File: src/rtl/parking_gate_sequencer.sv
// Front-end for the parking occupancy counter. It conditions the gate beam sensors and
// tracks each vehicle through its gate. Completed passages become serialised event pulses.

module pgs_sync_debounce #(
    parameter int DEBOUNCE_CYCLES = 4
) (
    input  logic clk,
    input  logic rst_n,
    input  logic raw,
    output logic level
);
    localparam int CW = (DEBOUNCE_CYCLES > 1) ? $clog2(DEBOUNCE_CYCLES) : 1;

    logic          s1, s2;
    logic [CW-1:0] cnt;

    // A new level is accepted on its DEBOUNCE_CYCLES-th consecutive synced sample.
    always_ff @(posedge clk or negedge rst_n) begin
        if (!rst_n) begin
            s1    <= 1'b0;
            s2    <= 1'b0;
            level <= 1'b0;
            cnt   <= CW'(DEBOUNCE_CYCLES - 1);
        end else begin
            s1 <= raw;
            s2 <= s1;
            if (s2 == level) begin
                cnt <= CW'(DEBOUNCE_CYCLES - 1);
            end else if (cnt == '0) begin
                level <= s2;
                cnt   <= CW'(DEBOUNCE_CYCLES - 1);
            end else begin
                cnt <= cnt - 1'b1;
            end
        end
    end
endmodule

// Per-gate passage tracker.
// state   | meaning
// IDLE    | gate clear, waiting for the outer beam to rise
// ARMED   | outer beam blocked only, vehicle accepted
// BOTH    | both beams blocked
// PASSING | inner beam only, vehicle leaving the gate
// REJECT  | entry refused for lack of space, waiting for the outer beam to clear
module pgs_gate_fsm #(
    parameter bit IS_ENTRY       = 1'b1,
    parameter int TIMEOUT_CYCLES = 1000
) (
    input  logic clk,
    input  logic rst_n,
    input  logic outer,
    input  logic inner,
    input  logic tag,
    input  logic uni_vac,
    input  logic gen_vac,
    output logic barrier,
    output logic commit,
    output logic commit_cls,
    output logic timeout
);
    localparam int TW = $clog2(TIMEOUT_CYCLES + 1);

    typedef enum logic [2:0] {G_IDLE, G_ARMED, G_BOTH, G_PASSING, G_REJECT} gate_state_t;

    gate_state_t   state, state_nx;
    logic          cls, outer_q, arm, admit;
    logic [TW-1:0] tmr;

    always_ff @(posedge clk or negedge rst_n) begin
        if (!rst_n) begin
            state   <= G_IDLE;
            cls     <= 1'b0;
            outer_q <= 1'b0;
            tmr     <= TW'(TIMEOUT_CYCLES - 1);
        end else begin
            state   <= state_nx;
            outer_q <= outer;
            if (arm) begin
                cls <= tag;
                tmr <= TW'(TIMEOUT_CYCLES - 1);
            end else if (state != G_IDLE && tmr != '0) begin
                tmr <= tmr - 1'b1;
            end
        end
    end

    always_comb begin
        state_nx = state;
        arm      = 1'b0;
        commit   = 1'b0;
        timeout  = 1'b0;
        admit    = tag ? (uni_vac | gen_vac) : gen_vac;
        // The total time outside IDLE is bounded, whichever states the vehicle visits.
        if (state != G_IDLE && tmr == '0) begin
            state_nx = G_IDLE;
            timeout  = 1'b1;
        end else begin
            case (state)
                G_IDLE: begin
                    if (outer && !outer_q) begin
                        arm      = 1'b1;
                        state_nx = (!IS_ENTRY || admit) ? G_ARMED : G_REJECT;
                    end
                end
                G_ARMED: begin
                    if (inner)       state_nx = G_BOTH;
                    else if (!outer) state_nx = G_IDLE;
                end
                G_BOTH: begin
                    if (!outer)      state_nx = G_PASSING;
                    else if (!inner) state_nx = G_ARMED;
                end
                G_PASSING: begin
                    if (!outer && !inner) begin
                        state_nx = G_IDLE;
                        commit   = 1'b1;
                    end else if (outer) begin
                        state_nx = G_BOTH;
                    end
                end
                G_REJECT: begin
                    if (!outer) state_nx = G_IDLE;
                end
                default: state_nx = G_IDLE;
            endcase
        end
    end

    assign barrier    = IS_ENTRY && (state == G_ARMED || state == G_BOTH || state == G_PASSING);
    assign commit_cls = cls;
endmodule

// Top level: conditioning, two gate FSMs, pending slots, event serialiser, hour counter.
// state | meaning
// IDLE  | no event being presented
// SETUP | class bit driven one cycle ahead of the pulse
// HIGH  | event pulse high
// LOW   | enforced low time, class still held; the slot is freed at the end
module parking_gate_sequencer #(
    parameter int DEBOUNCE_CYCLES = 4,
    parameter int PULSE_CYCLES    = 2,
    parameter int TIMEOUT_CYCLES  = 1000,
    parameter int CYCLES_PER_HOUR = 3600,
    parameter int START_HOUR      = 8
) (
    input  logic       clk,
    input  logic       rst_n,
    input  logic       entry_outer,
    input  logic       entry_inner,
    input  logic       entry_tag_uni,
    input  logic       exit_outer,
    input  logic       exit_inner,
    input  logic       exit_tag_uni,
    input  logic       uni_is_vacated_space,
    input  logic       is_vacated_space,
    output logic       entry_barrier_open,
    output logic       car_entered,
    output logic       is_uni_car_entered,
    output logic       car_exited,
    output logic       is_uni_car_exited,
    output logic [5:0] hour,
    output logic       seq_error
);
    localparam int PW = (PULSE_CYCLES > 1) ? $clog2(PULSE_CYCLES) : 1;
    localparam int HW = (CYCLES_PER_HOUR > 1) ? $clog2(CYCLES_PER_HOUR) : 1;

    typedef enum logic [1:0] {S_IDLE, S_SETUP, S_HIGH, S_LOW} seq_state_t;

    logic       ent_o, ent_i, ext_o, ext_i;
    logic [1:0] ent_tag_sync, ext_tag_sync;
    logic       ent_open, ext_open;
    logic       ent_commit, ent_commit_cls, ent_timeout;
    logic       ext_commit, ext_commit_cls, ext_timeout;

    pgs_sync_debounce #(.DEBOUNCE_CYCLES(DEBOUNCE_CYCLES)) u_deb_ent_o (.clk(clk), .rst_n(rst_n), .raw(entry_outer), .level(ent_o));
    pgs_sync_debounce #(.DEBOUNCE_CYCLES(DEBOUNCE_CYCLES)) u_deb_ent_i (.clk(clk), .rst_n(rst_n), .raw(entry_inner), .level(ent_i));
    pgs_sync_debounce #(.DEBOUNCE_CYCLES(DEBOUNCE_CYCLES)) u_deb_ext_o (.clk(clk), .rst_n(rst_n), .raw(exit_outer),  .level(ext_o));
    pgs_sync_debounce #(.DEBOUNCE_CYCLES(DEBOUNCE_CYCLES)) u_deb_ext_i (.clk(clk), .rst_n(rst_n), .raw(exit_inner),  .level(ext_i));

    always_ff @(posedge clk or negedge rst_n) begin
        if (!rst_n) begin
            ent_tag_sync <= 2'b00;
            ext_tag_sync <= 2'b00;
        end else begin
            ent_tag_sync <= {ent_tag_sync[0], entry_tag_uni};
            ext_tag_sync <= {ext_tag_sync[0], exit_tag_uni};
        end
    end

    pgs_gate_fsm #(.IS_ENTRY(1'b1), .TIMEOUT_CYCLES(TIMEOUT_CYCLES)) u_gate_ent (
        .clk(clk), .rst_n(rst_n), .outer(ent_o), .inner(ent_i), .tag(ent_tag_sync[1]),
        .uni_vac(uni_is_vacated_space), .gen_vac(is_vacated_space), .barrier(ent_open),
        .commit(ent_commit), .commit_cls(ent_commit_cls), .timeout(ent_timeout));

    pgs_gate_fsm #(.IS_ENTRY(1'b0), .TIMEOUT_CYCLES(TIMEOUT_CYCLES)) u_gate_ext (
        .clk(clk), .rst_n(rst_n), .outer(ext_o), .inner(ext_i), .tag(ext_tag_sync[1]),
        .uni_vac(uni_is_vacated_space), .gen_vac(is_vacated_space), .barrier(ext_open),
        .commit(ext_commit), .commit_cls(ext_commit_cls), .timeout(ext_timeout));

    // The exit instance never opens a barrier, so its term is always 0.
    assign entry_barrier_open = ent_open | ext_open;

    seq_state_t    seq, seq_nx;
    logic          sel, sel_nx;
    logic          seq_cls, seq_cls_nx;
    logic [PW-1:0] pcnt, pcnt_nx;
    logic          rel;
    logic          ent_pend, ent_cls, ext_pend, ext_cls;
    logic          ent_rel, ext_rel, ent_drop, ext_drop;

    assign ent_rel  = rel && !sel;
    assign ext_rel  = rel && sel;
    assign ent_drop = ent_commit && ent_pend && !ent_rel;
    assign ext_drop = ext_commit && ext_pend && !ext_rel;

    always_comb begin
        seq_nx     = seq;
        sel_nx     = sel;
        seq_cls_nx = seq_cls;
        pcnt_nx    = pcnt;
        rel        = 1'b0;
        case (seq)
            S_IDLE: begin
                if (ent_pend) begin
                    seq_nx = S_SETUP; sel_nx = 1'b0; seq_cls_nx = ent_cls;
                end else if (ext_pend) begin
                    seq_nx = S_SETUP; sel_nx = 1'b1; seq_cls_nx = ext_cls;
                end
            end
            S_SETUP: begin
                seq_nx  = S_HIGH;
                pcnt_nx = PW'(PULSE_CYCLES - 1);
            end
            S_HIGH: begin
                if (pcnt == '0) begin
                    seq_nx  = S_LOW;
                    pcnt_nx = PW'(PULSE_CYCLES - 1);
                end else begin
                    pcnt_nx = pcnt - 1'b1;
                end
            end
            S_LOW: begin
                if (pcnt == '0) begin
                    rel    = 1'b1;
                    seq_nx = S_IDLE;
                    // Hand straight over to the other direction to keep the spacing tight.
                    if (sel && ent_pend) begin
                        seq_nx = S_SETUP; sel_nx = 1'b0; seq_cls_nx = ent_cls;
                    end else if (!sel && ext_pend) begin
                        seq_nx = S_SETUP; sel_nx = 1'b1; seq_cls_nx = ext_cls;
                    end
                end else begin
                    pcnt_nx = pcnt - 1'b1;
                end
            end
            default: seq_nx = S_IDLE;
        endcase
    end

    always_ff @(posedge clk or negedge rst_n) begin
        if (!rst_n) begin
            seq                <= S_IDLE;
            sel                <= 1'b0;
            seq_cls            <= 1'b0;
            pcnt               <= '0;
            ent_pend           <= 1'b0;
            ent_cls            <= 1'b0;
            ext_pend           <= 1'b0;
            ext_cls            <= 1'b0;
            car_entered        <= 1'b0;
            is_uni_car_entered <= 1'b0;
            car_exited         <= 1'b0;
            is_uni_car_exited  <= 1'b0;
            seq_error          <= 1'b0;
        end else begin
            seq     <= seq_nx;
            sel     <= sel_nx;
            seq_cls <= seq_cls_nx;
            pcnt    <= pcnt_nx;
            if (ent_commit && !ent_drop) begin
                ent_pend <= 1'b1;
                ent_cls  <= ent_commit_cls;
            end else if (ent_rel) begin
                ent_pend <= 1'b0;
            end
            if (ext_commit && !ext_drop) begin
                ext_pend <= 1'b1;
                ext_cls  <= ext_commit_cls;
            end else if (ext_rel) begin
                ext_pend <= 1'b0;
            end
            car_entered        <= (seq_nx == S_HIGH) && !sel_nx;
            is_uni_car_entered <= (seq_nx != S_IDLE) && !sel_nx && seq_cls_nx;
            car_exited         <= (seq_nx == S_HIGH) && sel_nx;
            is_uni_car_exited  <= (seq_nx != S_IDLE) && sel_nx && seq_cls_nx;
            seq_error          <= ent_timeout | ext_timeout | ent_drop | ext_drop;
        end
    end

    logic [HW-1:0] presc;

    always_ff @(posedge clk or negedge rst_n) begin
        if (!rst_n) begin
            presc <= '0;
            hour  <= 6'(START_HOUR);
        end else if (presc == HW'(CYCLES_PER_HOUR - 1)) begin
            presc <= '0;
            hour  <= (hour == 6'd23) ? 6'd0 : hour + 6'd1;
        end else begin
            presc <= presc + 1'b1;
        end
    end
endmodule
File: config.mk
export PLATFORM = sky130hd
export DESIGN_NAME = parking_gate_sequencer
export DESIGN_NICKNAME = d
export VERILOG_FILES = /design/src/rtl/parking_gate_sequencer.sv
export SDC_FILE = /design/constraint.sdc
export NUM_CORES = 1
export LEC_CHECK = 0
export ABC_AREA = 0
export CAP_MARGIN = 20
export CORE_ASPECT_RATIO = 0.8
export CORE_UTILIZATION = 40
export CTS_BUF_LIST = sky130_fd_sc_hd__clkbuf_16
export CTS_CLUSTER_DIAMETER = 200
export DETAILED_ROUTE_END_ITERATION = 7
export HOLD_SLACK_MARGIN = 0.15
export PLACE_DENSITY = 0.62
export SLEW_MARGIN = 20
export SYNTH_ARGS = -nofsm -noshare
export SYNTH_HDL_FRONTEND = slang
export SYNTH_SLANG_ARGS = --single-unit
File: constraint.sdc
create_clock -name clk -period 2.2 [get_ports clk]
set_input_delay 0.22 -clock clk [delete_from_list [all_inputs] [get_ports clk]]
set_output_delay 0.22 -clock clk [all_outputs]
set_load 0.005 [all_outputs]
==> results.toml <==
[run_status]
outcome = "completed"

[timing]
fin_crit_sh_pct = 94.06
slew_headroom_pct = 62.66
rsz0062_at_grt = "false"
fin_skew_ps = 6.697
tightest_slew_ps = 555.8
fin_crit_ps = 2069
hold_viol_final = 0
max_freq_mhz = 483.2
finalSetupViolations = 0
drv_slew = 0
fin_setup_tns_ps = 0

[cells_and_area]
final_core_util_pct = 48.55
diodes = 0
drive_above_1_share_pct = 15.55
layout_commonest_cell = "dfrtp_1"
finalNetCount = 436
final_cell_mix = "dfrtp_1, nand2_1, nor2_1"
synthToLayoutAreaGrowth_pct = 16.79
fill_cells = 904

[grt]
antenna_found_initial = 0
grt_pass1_vias = 2679
grt_max_degree = 42
grt_usage_pct = 15.33
grt_overflow = 0
grt_pass1_wl_microns = 12630

[synth]
syn_area_sq_um = 4061
yosysSeqAreaShare_pct = 53.76
async_flop_share_pct = 100.0
netlist_instances = 381
ys.flop_type = "dfrtp_1"
synth_cell_types = 57
synth_edf_count = 0
synth_area_per_cell_sq_um = 10.66
synth-seq-cells = 86
syn_nets = 404
yosys_warnings = 0

[pwr]
power_per_cell_area_nw_per_um2 = 1125
power.leakage_nw = 2.077
total_power_w = 0.005337
peakVddDrop_mv = 0.5856

[cts]
cts_buffers = 9
cts.htree.levels = 3
cts_max_path_buffers = 2
cts_tree = "built"
cts-root-buf = "clkbuf_16"
clk_latency_ps = 330
cts.sinks = 86
clk_pin_slew_worst_paths_ps = 60

[routing]
ant_nets = 0
drt_iter0_drc = 93
routedWlPerCell_microns = 13.05
drt-pass1-iter-count = 5
routed_wl_microns = 7231
vias_per_cell = 5.217
drc = 0
vias = 2890

[floorplanning]
dieWidth_microns = 114.7
io-pin-count = 22
dieArea_sq_um = 10560
die_h_microns = 92.13
start_util_pct = 41.57
coreArea_sq_um = 9769
fp-row-count = 32

[hold_path]
worst_hold_path_type = "in2reg"

[setup_path]
critPathRequiredTime_ps = 2480
critPathKind = "reg2reg"
path_cells = "or4b_1, or3_1, or4_1, nand2_1"
cpPeakStageDelay_ps = 540
cp-start-kind = "flip-flop"
crit_buf_inv = 0
crit_slowest_cell = "or4_1"
crit_fanout = 10
crit_family = "simple AND/OR/NAND/NOR gates"
critPathCaptureType = "flip-flop"
cp.arrival_ps = 2350

[run]
drv_cap = 0

[place]
gp_congestion = 0.7755
dpl.hpwl_microns = 4947
io_buffers = 21
## power breakdown
group          internal [W]  switching, W  total (W)
combinational      0.000761      0.000831    0.00159
sequential          0.00204      0.000383    0.00242
clock              0.000744      0.000578    0.00132
total               0.00355       0.00179    0.00534
## worst paths after layout
kind                                      startpoint                            to  slack, ps  cells after the start
max                               presc[7]$_DFF_PN0_           hour[3]$_DFFE_PN1N_        130                      4
min                                    entry_tag_uni     ent_tag_sync[0]$_DFF_PN0_        320                      1
max reg2reg                       presc[7]$_DFF_PN0_           hour[3]$_DFFE_PN1N_        130                      4
min reg2reg                ent_tag_sync[0]$_DFF_PN0_     ent_tag_sync[1]$_DFF_PN0_        340                      0
max in group asynchronous                      rst_n  u_deb_ext_o.cnt[1]$_DFF_PN1_       1130                      3
min in group asynchronous                      rst_n              pcnt$_DFFE_PN0P_        420                      2
## state kept, by name (all words and copies together) (netlist names), 2 cells and up
| name | cells |
|---|---|
| ext_tag_sync | 2 |
| u_deb_ent_i.cnt | 2 |
| u_deb_ext_o.cnt | 2 |
| u_gate_ent.state | 3 |
| u_deb_ent_o.cnt | 2 |
| hour | 6 |
| presc | 12 |
| u_gate_ent.tmr | 10 |
| seq | 2 |
| u_gate_ext.state | 3 |
| ent_tag_sync | 2 |
| u_deb_ext_i.cnt | 2 |
| u_gate_ext.tmr | 10 |
## final cells by class
cell class	instances	area, sq um	share of cell area [%]
Clock buffer	9	225.2	4.748
Tap cell	136	170.2	3.587
Multi-Input combinational cell	266	1768	37.27
Clock inverter	7	31.28	0.6595
Sequential cell	86	2183	46.03
Timing Repair Buffer	30	290.3	6.120
Inverter	20	75.07	1.583
## cells in the mapped netlist (3+ instances only)
cell type,number,area (sq um)
ha_1,13,162.7
nor4b_1,5,43.79
a21oi_1,13,65.06
nor2_1,27,101.4
mux2i_1,8,80.08
nor3b_1,4,30.03
xnor2_1,9,78.83
nand4_1,5,31.28
nand2_1,38,142.6
nor2b_1,5,31.28
or4_1,3,22.52
inv_1,20,75.07
dfrtp_1,61,1526
a211oi_1,9,67.56
nand3b_1,6,45.04
o21ai_0,11,55.05
nor3_1,17,85.08
a31oi_1,7,43.79
or3b_2,3,26.28
o31ai_1,3,22.52
o211ai_1,3,22.52
clkbuf_1,8,30.03
nand2b_1,7,43.79
nand3_1,9,45.04
or3_1,6,37.54
mux2_2,7,78.83
and3_1,7,43.79
dfstp_2,25,656.9
xor2_1,9,78.83
## cells by family after synthesis
group / synth area share, %
buffers and inverters: 2.865
adders and majority gates: 4.005
and+or+nand+nor: 21.10
muxes: 3.913
DFF: 53.76
xor gates and xnor gates: 3.882
AOI/OAI and AO/OA: 10.47
## repair_timing
| action | 4_1_cts | 5_1_grt |
|---|---|---|
| hold buffers | 1 | 0 |
| setup endpoints to repair | 0 | 3 |
| resized for setup | 0 | 1 |
| buffers inserted | 0 | 0 |
| endpoints found under the hold margin | 26 | 0 |
## worst reg2reg max path: cells and delay by family, from the launching register on
kind             cells  cell delay (ps)
DFF                  1              400
and+or+nand+nor      4             1610
## layer usage
metal	wire length, microns	global-route usage, %	vias to the layer above
li1	-	-	1440
met1	3657	21.35	1392
met2	3181	22.73	54
met3	348	5.420	4
met4	43	3.680	0
met5	0	0	-
## stage by stage
step	hold slack, ps	cell area (sq um)	worst slack, ps	cells
final	324.4	4743	130.6	554
after global routing	315.0	4743	4.756	554
after CTS	308.9	4737	116.8	554
after detailed placement	253.6	4471	117.8	537
after global placement	243.0	4471	163.8	537
after floorplan	-75.59	4061	217.5	381
Note: power is estimated with default switching activity, not from simulation.
